==> config.mk <==
export PLATFORM = sky130hd
export DESIGN_NAME = issue_scheduler
export DESIGN_NICKNAME = d
export VERILOG_FILES = /design/src/rtl/issue_scheduler.sv
export SDC_FILE = /design/constraint.sdc
export NUM_CORES = 1
export LEC_CHECK = 0
export ABC_AREA = 1
export CAP_MARGIN = 10
export CORE_MARGIN = 3
export CORE_UTILIZATION = 49
export CTS_CLUSTER_SIZE = 14
export DETAILED_ROUTE_END_ITERATION = 6
export PLACE_DENSITY = 0.81
export RECOVER_POWER = 50
export SLEW_MARGIN = 20
export SYNTH_ARGS = -nofsm -noshare
export SYNTH_HDL_FRONTEND = slang
export SYNTH_SLANG_ARGS = --single-unit
==> constraint.sdc <==
create_clock -name clk -period 2.2 [get_ports clk]
set_input_delay 0.44 -clock clk [delete_from_list [all_inputs] [get_ports clk]]
set_output_delay 0.44 -clock clk [all_outputs]
set_load 0.02 [all_outputs]
==> src/rtl/issue_scheduler.sv <==
// Dual-issue in-order scheduler: a two-slot buffer between fetch and decode,
// issuing up to two instructions per cycle against a shifting scoreboard of recent destinations.
module issue_scheduler #(
  parameter int DEPTH = 3,
  parameter int IW    = 16
) (
  input  logic          clk,
  input  logic          rst_n,
  input  logic          fetch_valid,
  input  logic [IW-1:0] fetch_instr1,
  input  logic [IW-1:0] fetch_instr2,
  output logic          fetch_ready,
  input  logic          flush,
  output logic [IW-1:0] issue_instr1,
  output logic [IW-1:0] issue_instr2,
  output logic          issue_valid1,
  output logic          issue_valid2,
  output logic          single_o,
  output logic          stall_o,
  output logic [15:0]   stall_cnt
);

  typedef enum logic [1:0] {S_EMPTY, S_SINGLE, S_PAIR} state_t;

  state_t        state_q, state_d;
  logic [IW-1:0] slot_a_q, slot_a_d;
  logic [IW-1:0] slot_b_q, slot_b_d;

  logic          sb_v_q [2*DEPTH];
  logic          sb_v_d [2*DEPTH];
  logic [2:0]    sb_d_q [2*DEPTH];
  logic [2:0]    sb_d_d [2*DEPTH];

  logic [IW-1:0] issue_instr1_q, issue_instr1_d;
  logic [IW-1:0] issue_instr2_q, issue_instr2_d;
  logic          issue_valid1_q, issue_valid1_d;
  logic          issue_valid2_q, issue_valid2_d;
  logic          single_q, single_d;
  logic          stall_q, stall_d;
  logic [15:0]   stall_cnt_q, stall_cnt_d;

  logic raw_a, raw_b, intra, iss_a, iss_b, will_empty, accept;

  function automatic logic reads(input logic [IW-1:0] ins, input logic [2:0] r);
    return (ins[7:5] == r) || (!ins[11] && (ins[4:2] == r));
  endfunction

  function automatic logic is_nop(input logic [IW-1:0] ins);
    return ins[15:12] == 4'd0;
  endfunction

  function automatic logic [15:0] sat_inc(input logic [15:0] c);
    return (c == 16'hFFFF) ? c : c + 16'd1;
  endfunction

  // Hazard evaluation and issue decision from the registered buffer.
  always_comb begin
    raw_a = 1'b0;
    raw_b = 1'b0;
    for (int i = 0; i < 2*DEPTH; i++) begin
      if (sb_v_q[i]) begin
        if (reads(slot_a_q, sb_d_q[i])) raw_a = 1'b1;
        if (reads(slot_b_q, sb_d_q[i])) raw_b = 1'b1;
      end
    end
    intra = reads(slot_b_q, slot_a_q[10:8]) ||
            (slot_b_q[10:8] == slot_a_q[10:8]) ||
            reads(slot_a_q, slot_b_q[10:8]);
    iss_a = (state_q != S_EMPTY) && !raw_a;
    iss_b = iss_a && (state_q == S_PAIR) && !raw_b && !intra;
    will_empty = (state_q == S_EMPTY) ||
                 ((state_q == S_SINGLE) && iss_a) ||
                 ((state_q == S_PAIR) && iss_b);
    fetch_ready = will_empty && !flush;
    accept = fetch_valid && fetch_ready;
  end

  always_ff @(posedge clk or negedge rst_n) begin
    if (!rst_n) state_q <= S_EMPTY;
    else        state_q <= state_d;
  end

  // Buffer slots hold data only; state_q qualifies them.
  always_ff @(posedge clk) begin
    slot_a_q <= slot_a_d;
    slot_b_q <= slot_b_d;
  end

  // Next-state: retire issued slots, then refill from fetch when the buffer drains.
  always_comb begin
    state_d  = state_q;
    slot_a_d = slot_a_q;
    slot_b_d = slot_b_q;
    if (flush) begin
      state_d = S_EMPTY;
    end else begin
      case (state_q)
        S_PAIR: begin
          if (iss_b) begin
            state_d = S_EMPTY;
          end else if (iss_a) begin
            slot_a_d = slot_b_q;
            state_d  = S_SINGLE;
          end
        end
        S_SINGLE: if (iss_a) state_d = S_EMPTY;
        default:  state_d = S_EMPTY;
      endcase
      if (accept) begin
        if (!is_nop(fetch_instr1) && !is_nop(fetch_instr2)) begin
          slot_a_d = fetch_instr1;
          slot_b_d = fetch_instr2;
          state_d  = S_PAIR;
        end else if (!is_nop(fetch_instr1)) begin
          slot_a_d = fetch_instr1;
          state_d  = S_SINGLE;
        end else if (!is_nop(fetch_instr2)) begin
          slot_a_d = fetch_instr2;
          state_d  = S_SINGLE;
        end
      end
    end
  end

  // Outputs: issue lanes, status flags and the scoreboard shift.
  always_comb begin
    issue_valid1_d = !flush && iss_a;
    issue_valid2_d = !flush && iss_b;
    issue_instr1_d = issue_valid1_d ? slot_a_q : '0;
    issue_instr2_d = issue_valid2_d ? slot_b_q : '0;
    single_d       = !flush && (state_q == S_PAIR) && iss_a && !iss_b;
    stall_d        = !flush && (state_q != S_EMPTY) && !iss_a;
    stall_cnt_d    = stall_d ? sat_inc(stall_cnt_q) : stall_cnt_q;
    sb_v_d[0] = issue_valid1_d;
    sb_d_d[0] = slot_a_q[10:8];
    sb_v_d[1] = issue_valid2_d;
    sb_d_d[1] = slot_b_q[10:8];
    for (int i = 2; i < 2*DEPTH; i++) begin
      sb_v_d[i] = sb_v_q[i-2];
      sb_d_d[i] = sb_d_q[i-2];
    end
  end

  always_ff @(posedge clk or negedge rst_n) begin
    if (!rst_n) begin
      issue_instr1_q <= '0;
      issue_instr2_q <= '0;
      issue_valid1_q <= 1'b0;
      issue_valid2_q <= 1'b0;
      single_q       <= 1'b0;
      stall_q        <= 1'b0;
      stall_cnt_q    <= 16'd0;
      for (int i = 0; i < 2*DEPTH; i++) sb_v_q[i] <= 1'b0;
    end else begin
      issue_instr1_q <= issue_instr1_d;
      issue_instr2_q <= issue_instr2_d;
      issue_valid1_q <= issue_valid1_d;
      issue_valid2_q <= issue_valid2_d;
      single_q       <= single_d;
      stall_q        <= stall_d;
      stall_cnt_q    <= stall_cnt_d;
      for (int i = 0; i < 2*DEPTH; i++) sb_v_q[i] <= sb_v_d[i];
    end
  end

  always_ff @(posedge clk) begin
    for (int i = 0; i < 2*DEPTH; i++) sb_d_q[i] <= sb_d_d[i];
  end

  assign issue_instr1 = issue_instr1_q;
  assign issue_instr2 = issue_instr2_q;
  assign issue_valid1 = issue_valid1_q;
  assign issue_valid2 = issue_valid2_q;
  assign single_o     = single_q;
  assign stall_o      = stall_q;
  assign stall_cnt    = stall_cnt_q;

endmodule

After elaboration in Yosys (flattened, before gate mapping)
Memories as Yosys holds them, arrays and structs flattened.
Index checks and enable logic that the tools add are counted.
{"block": "totals", "regBits": 90, "latch_bits": 0, "ramBits": 18, "mem_bits_ro": 0, "in_bits": 36, "output_inout_bits": 53, "word_cells": 156, "mem_count": 1}
{"block": "classes", "add_sub_neg": 1, "n_mul": 0, "div": 0, "magnitude_cmp": 0, "eq_ne": 32, "shift": 0, "muxes": 42, "n_bitwise": 2, "n_reduce_logical": 64}
{"memory": "sb_d_q", "depth": 6, "word_bits": 3, "read_ports": 6, "rd_clocked_by_memory_dff": 0, "write_ports": 6, "line_no": "31", "rtl": "logic [2:0] sb_d_q [2*DEPTH];"}
{"cell": "$mux W16", "n": 9}
{"cell": "$eq A3 B3 Y1", "n": 29}
{"cell": "$logic_and A1 B1 Y1", "n": 30}
{"cell": "$mux W1", "n": 24}
{"cell": "$logic_or A1 B1 Y1", "n": 18}
{"cell": "$add A16 B1 Y16 const B", "n": 1}
{"cell": "$eq A16 B16 Y1 const B", "n": 1}
{"cell": "$mux W2", "n": 8}
{"cell": "$logic_not A1 Y1", "n": 10}
{"cell": "$logic_not A4 Y1", "n": 2}
{"cell": "$pmux W2 S2", "n": 1}
{"cell": "$reduce_and A3 Y1", "n": 1}
{"cell": "$eq A2 B1 Y1 const B", "n": 1}
{"cell": "$eq A2 B2 Y1 const B", "n": 1}
{"cell": "$logic_not A2 Y1", "n": 1}
{"cell": "$not A1 Y1", "n": 2}
{"cell": "$reduce_and A2 Y1", "n": 1}
{"cell": "$reduce_bool A2 Y1", "n": 1}

Depth between registers and ports, before layout
{"block": "logic_depth", "ltp_word": 27, "depth_mapped": 20, "depth_no_buf": 18}

Worst setup path after synthesis
OpenSTA, ideal clock, no wires.
{"block": "synth_timing", "path_kind": "reg-to-reg", "from": "register slot_a_q[2]", "to": "register slot_b_q[0] (enable)", "setup_time_ns": 0.367, "t_arrival_ns": 1.984, "required_ns": 1.833, "setup_slack_ns": -0.152, "stages_incl_launch_ff": 17, "n_path_buf": 1, "period_less_slack_ns": 2.352, "path_cell_list": "edfxtp_1 -> buf_6 -> inv_8 -> nand2_1 -> nand2_1 -> nor2_1 -> nand2_1 -> nand2_1 -> nand2_1 -> nand2_1 -> nor2_2 -> nand2_4 -> nor2_4 -> nand3_4 -> nand2_8 -> nand3b_1 -> inv_1"}
{"block": "synth_via", "elab_chain_len": 25, "elab_cells_between_ends": 47, "classes_between": "eq/ne (7); mux (12); reduce/logical (28)"}
{"item": "from (decl)", "line_no": "26", "rtl": "logic [IW-1:0] slot_a_q, slot_a_d;"}
{"item": "from (signal assigned)", "line_no": "85", "rtl": "slot_a_q <= slot_a_d;"}
{"item": "$eq A3 B3 Y1", "line_no": "45", "rtl": "return (ins[7:5] == r) || (!ins[11] && (ins[4:2] == r));"}
{"item": "$logic_and A1 B1 Y1", "line_no": "45"}
{"item": "$logic_or A1 B1 Y1", "line_no": "45"}
{"item": "$mux W1", "line_no": "62", "rtl": "if (reads(slot_a_q, sb_d_q[i])) raw_a = 1'b1;"}
{"item": "$mux W1", "line_no": "61", "rtl": "if (sb_v_q[i]) begin"}
{"item": "$mux W1", "line_no": "62"}
{"item": "$mux W1", "line_no": "61"}
{"item": "$mux W1", "line_no": "62"}
{"item": "(+8 left out)"}
{"item": "$logic_and A1 B1 Y1", "line_no": "69", "rtl": "iss_a = (state_q != S_EMPTY) && !raw_a;"}
{"item": "$logic_and A1 B1 Y1 (3 in a row)", "line_no": "70", "rtl": "iss_b = iss_a && (state_q == S_PAIR) && !raw_b && !intra;"}
{"item": "$logic_and A1 B1 Y1", "line_no": "73", "rtl": "((state_q == S_PAIR) && iss_b);"}
{"item": "$logic_or A1 B1 Y1 (*)", "line_no": "72", "rtl": "((state_q == S_SINGLE) && iss_a) ||"}
{"item": "$logic_and A1 B1 Y1 (*)", "line_no": "74", "rtl": "fetch_ready = will_empty && !flush;"}
{"item": "net fetch_ready", "line_no": "12", "rtl": "output logic fetch_ready,"}
{"item": "$logic_and A1 B1 Y1 (*)", "line_no": "75", "rtl": "accept = fetch_valid && fetch_ready;"}
{"item": "$reduce_and A3 Y1 (no source line) (*)"}
{"item": "to (signal assigned)", "line_no": "86", "rtl": "slot_b_q <= slot_b_d;"}
{"item": "to (decl)", "line_no": "27", "rtl": "logic [IW-1:0] slot_b_q, slot_b_d;"}
The timed path passes the listed nets; every way through them passes the cells marked *.
A chain may end at the register's enable or synchronous reset.

Worst setup path in the final report
{"block": "layout_timing", "from": "register slot_a_q[3]", "to": "output fetch_ready"}
{"block": "layout_via", "elab_chain_len": 23, "elab_cells_between_ends": 45, "classes_between": "eq/ne (7); mux (12); reduce/logical (26)"}
{"item": "$eq A3 B3 Y1", "line_no": "45"}
{"item": "$logic_and A1 B1 Y1", "line_no": "45"}
{"item": "$logic_or A1 B1 Y1", "line_no": "45"}
{"item": "$mux W1", "line_no": "62"}
{"item": "$mux W1", "line_no": "61"}
{"item": "$mux W1", "line_no": "62"}
{"item": "$mux W1", "line_no": "61"}
{"item": "$mux W1", "line_no": "62"}
{"item": "(+5 left out)"}
{"item": "$mux W1", "line_no": "62"}
{"item": "$mux W1", "line_no": "61"}
{"item": "$logic_not A1 Y1", "line_no": "69"}
{"item": "$logic_and A1 B1 Y1", "line_no": "69"}
{"item": "$logic_and A1 B1 Y1 (3 in a row)", "line_no": "70"}
{"item": "$logic_and A1 B1 Y1", "line_no": "73"}
{"item": "$logic_or A1 B1 Y1 (*)", "line_no": "72"}
{"item": "$logic_and A1 B1 Y1 (*)", "line_no": "74"}
{"item": "to (decl)", "line_no": "12"}
Mark *: on every way between the ends. The rest lies on a longest branch, timed or not.

==> impl_metrics.env <==
export IMPL_postCtsHoldBufs=0
export IMPL_layout_cells_non_filler=1022
export IMPL_clock_skew_ns=0.0124
export IMPL_overflow=0
export IMPL_final_common_cell="nand2_1"
export IMPL_drc_errors=0
export IMPL_min_path_type="input port to async pin"
export IMPL_hold_viol_final=0
export IMPL_start_util=0.512
export IMPL_synth_cells=699
export IMPL_netlist_area_leader_share=0.257
export IMPL_yosysSeqAreaShare=0.491
export IMPL_min_period_over_period=1.18
export IMPL_grt_pass1_wl_um=24500
export IMPL_synth_edf_count=32
export IMPL_timing_rr_end="slot_b_q[15]$_DFFE_PP_"
export IMPL_power_density_nw_per_um2=647
export IMPL_critPathKind="register to primary output"
export IMPL_cp_startpoint="slot_a_q[3]$_DFFE_PN_"
export IMPL_cts_max_level=3
export IMPL_die_x_um=113
export IMPL_rsz0062_at_grt="yes"
export IMPL_cp_end_kind="primary output"
export IMPL_worst_slew_pin_transition_ns=1.22
export IMPL_cp_slowest_stage_delay_ns=0.52
export IMPL_gp_congestion=0.935
export IMPL_r2r_start="slot_a_q[3]$_DFFE_PN_"
export IMPL_clk_latency_ns=0.37
export IMPL_cts_buffers=9
export IMPL_vias_per_cell=5.14
export IMPL_vdd_drop_max_mv=0.805
export IMPL_maxCapViolCount=0
export IMPL_synth_main_ff_cell="dfrtp_1"
export IMPL_worstPathArrival_ns=2.16
export IMPL_drtIter0Drc=295
export IMPL_layout_common_cells="nand2_1, buf_4, nor2_1, clkdlybuf4s50_1, inv_1"
export IMPL_post_drt_wl_per_cell_um=16.0
export IMPL_crit_path_max_fanout=4
export IMPL_clk_pin_slew_ns=0.08
export IMPL_crit_top_cell="nor2_4"
export IMPL_grt_start_max_net_pins=23
export IMPL_ios=89
export IMPL_path_cells="buf_6, nor2_4, nor2_1, nand2_1, nand2_1, nand2_2, nand2_2, nor2_4, nand2_4, nor2_4, nand3_4, nand2_8, buf_6"
export IMPL_die_h_um=113
export IMPL_synth_cell_types=35
export IMPL_placed_cells=987
export IMPL_crit_slowest_cell="edfxtp_1"
export IMPL_clkSinkCount=108
export IMPL_coreArea_um2=11000
export IMPL_status="finished with violations"
export IMPL_ff2ff_setup_slack_ns=-0.38
export IMPL_grt_pass1_vias=5073
export IMPL_fin_ws_ns=-0.398
export IMPL_leakagePower_nw=3.93
export IMPL_cp_required_ns=1.76
export IMPL_yosysTopAreaCell="dfrtp_1"
export IMPL_synth_area_per_cell_um2=8.07
export IMPL_syn_area_um2=5640
export IMPL_drt_pass1_iterations=5
export IMPL_post_route_min_period_ns=2.60
export IMPL_async_flop_share=0.537
export IMPL_place_hpwl_um=11300
export IMPL_vias=5256
export IMPL_max_slew_margin=0.190
export IMPL_drive_gt1_frac=0.203
export IMPL_slew_viol_final=0
export IMPL_root_buffer="clkbuf_16"
export IMPL_cts_tree="built"
export IMPL_hold_worst_slack_ns=0.302
export IMPL_wl_um=16400
export IMPL_areaGrowthSynthToFinish_pct=40.3
export IMPL_fmax_mhz=385
export IMPL_nets=917
export IMPL_num_rows=38
export IMPL_antenna_left=0
export IMPL_antenna_found_initial=0
export IMPL_placed_cell_area_um2=7240
export IMPL_port_buffers=88
export IMPL_reg2reg_depth=16
export IMPL_grt_usage=0.244
export IMPL_start_kind="register"
export IMPL_die_area_um2=12800
export IMPL_violations="negative setup slack"
export IMPL_ys_warn_count=0
export IMPL_synth_seq_cells=108
export IMPL_diodes=0
export IMPL_setup_viol=51
export IMPL_yosys_top_cells_area="dfrtp_1, edfxtp_1, nand2_1"
export IMPL_cts_max_path_buffers=2
export IMPL_stdcell_area_um2=7920
export IMPL_synth_net_count=739
where the power goes:
group | switching (mW) | internal, mW
Clock | 0.819 | 0.903
Sequential | 0.122 | 2.19
Combinational | 0.573 | 0.517
synthesized netlist by cell type (3+ instances only):
library cell and number:
edfxtp_1 32, dfxtp_1 18, buf_2 4, buf_4 11, xnor2_1 50, clkbuf_2 7
clkbuf_1 4, dfrtp_1 58, nand3_1 32, inv_2 8, buf_6 3, nand4_1 7
o22ai_1 8, inv_1 70, nor2_2 4, xor2_1 11, nor2_1 82, a21oi_1 5
nand2_1 234, ha_1 4, o21ai_0 26, nor4_1 3, nor3_1 4
flip-flops by register name, summed over array words and instances, names as in the netlist:
name,count
sb_d_q,18
issue_instr1,16
issue_instr2,16
slot_a_q,16
slot_b_q,16
stall_cnt,16
sb_v_d,2
sb_v_q,2
state_q,2
issue_valid1,1
issue_valid2,1
single_o,1
stall_o,1
repair_timing:
item                       CTS  global route
setup endpoints to repair   51            73
setup buffers                7             9
gates resized for setup     31            46
pin swaps                    2            15
cloned                       2             1
cells by family after synthesis:
logic type | after synthesis | synth area share
XOR/XNOR | 61 | 0.0947
adder cells (fa/ha/maj) | 4 | 0.00887
AO/OA/AOI/OAI | 41 | 0.0397
flip-flops | 108 | 0.491
AND/OR/NAND/NOR | 375 | 0.277
buffers and inverters | 110 | 0.0887
worst max path at each step:
| stage | endpoint | slack, ns | cells after the start |
|---|---|---|---|
| finish | fetch_ready | -0.40 | 13 |
| global placement | fetch_ready | -0.48 | 14 |
| floorplan | slot_b_q[0]$_DFFE_PP_ | -0.02 | 16 |
| global route | slot_a_q[6]$_DFFE_PN_ | -0.51 | 19 |
| CTS | fetch_ready | -0.38 | 13 |
| detailed placement | fetch_ready | -0.53 | 14 |
metrics by stage:
step                setup slack [ns]  total power [mW]   util  setup TNS (ns)
floorplan                    -0.0240              2.87      -          -0.383
global placement              -0.481              3.30  0.656          -11.30
detailed placement            -0.533              3.33  0.656          -15.45
CTS                           -0.379              5.05  0.697          -10.50
global route                  -0.515              5.32  0.718          -21.02
finish                        -0.398              5.12  0.718          -13.32
per-layer routing:
| layer | up-vias | global-route usage | routed length [um] |
|---|---|---|---|
| met3 | 47 | 0.0433 | 1090 |
| met1 | 2464 | 0.295 | 6440 |
| met2 | 229 | 0.411 | 8160 |
| li1 | 2516 | - | - |
| met5 | - | 0 | 0 |
| met4 | 0 | 0.140 | 681 |
critical path, delay by kind of cell (launching register included):
kind                   cells  cell delay, ns
buffers and inverters      2            0.31
DFF                        1            0.52
and+or+nand+nor           11            0.96
area by class of cell:
| class | instances | area [um^2] |
|---|---|---|
| inverter | 81 | 328 |
| multi-input combinational | 482 | 2560 |
| timing repair inverter | 1 | 7.51 |
| clock inverter | 7 | 81.3 |
| fill | 822 | 3110 |
| timing repair buffer | 194 | 1770 |
| clock buffer | 9 | 225 |
| tap | 140 | 175 |
| sequential | 108 | 2770 |
Power figures use the tool's default switching activity.
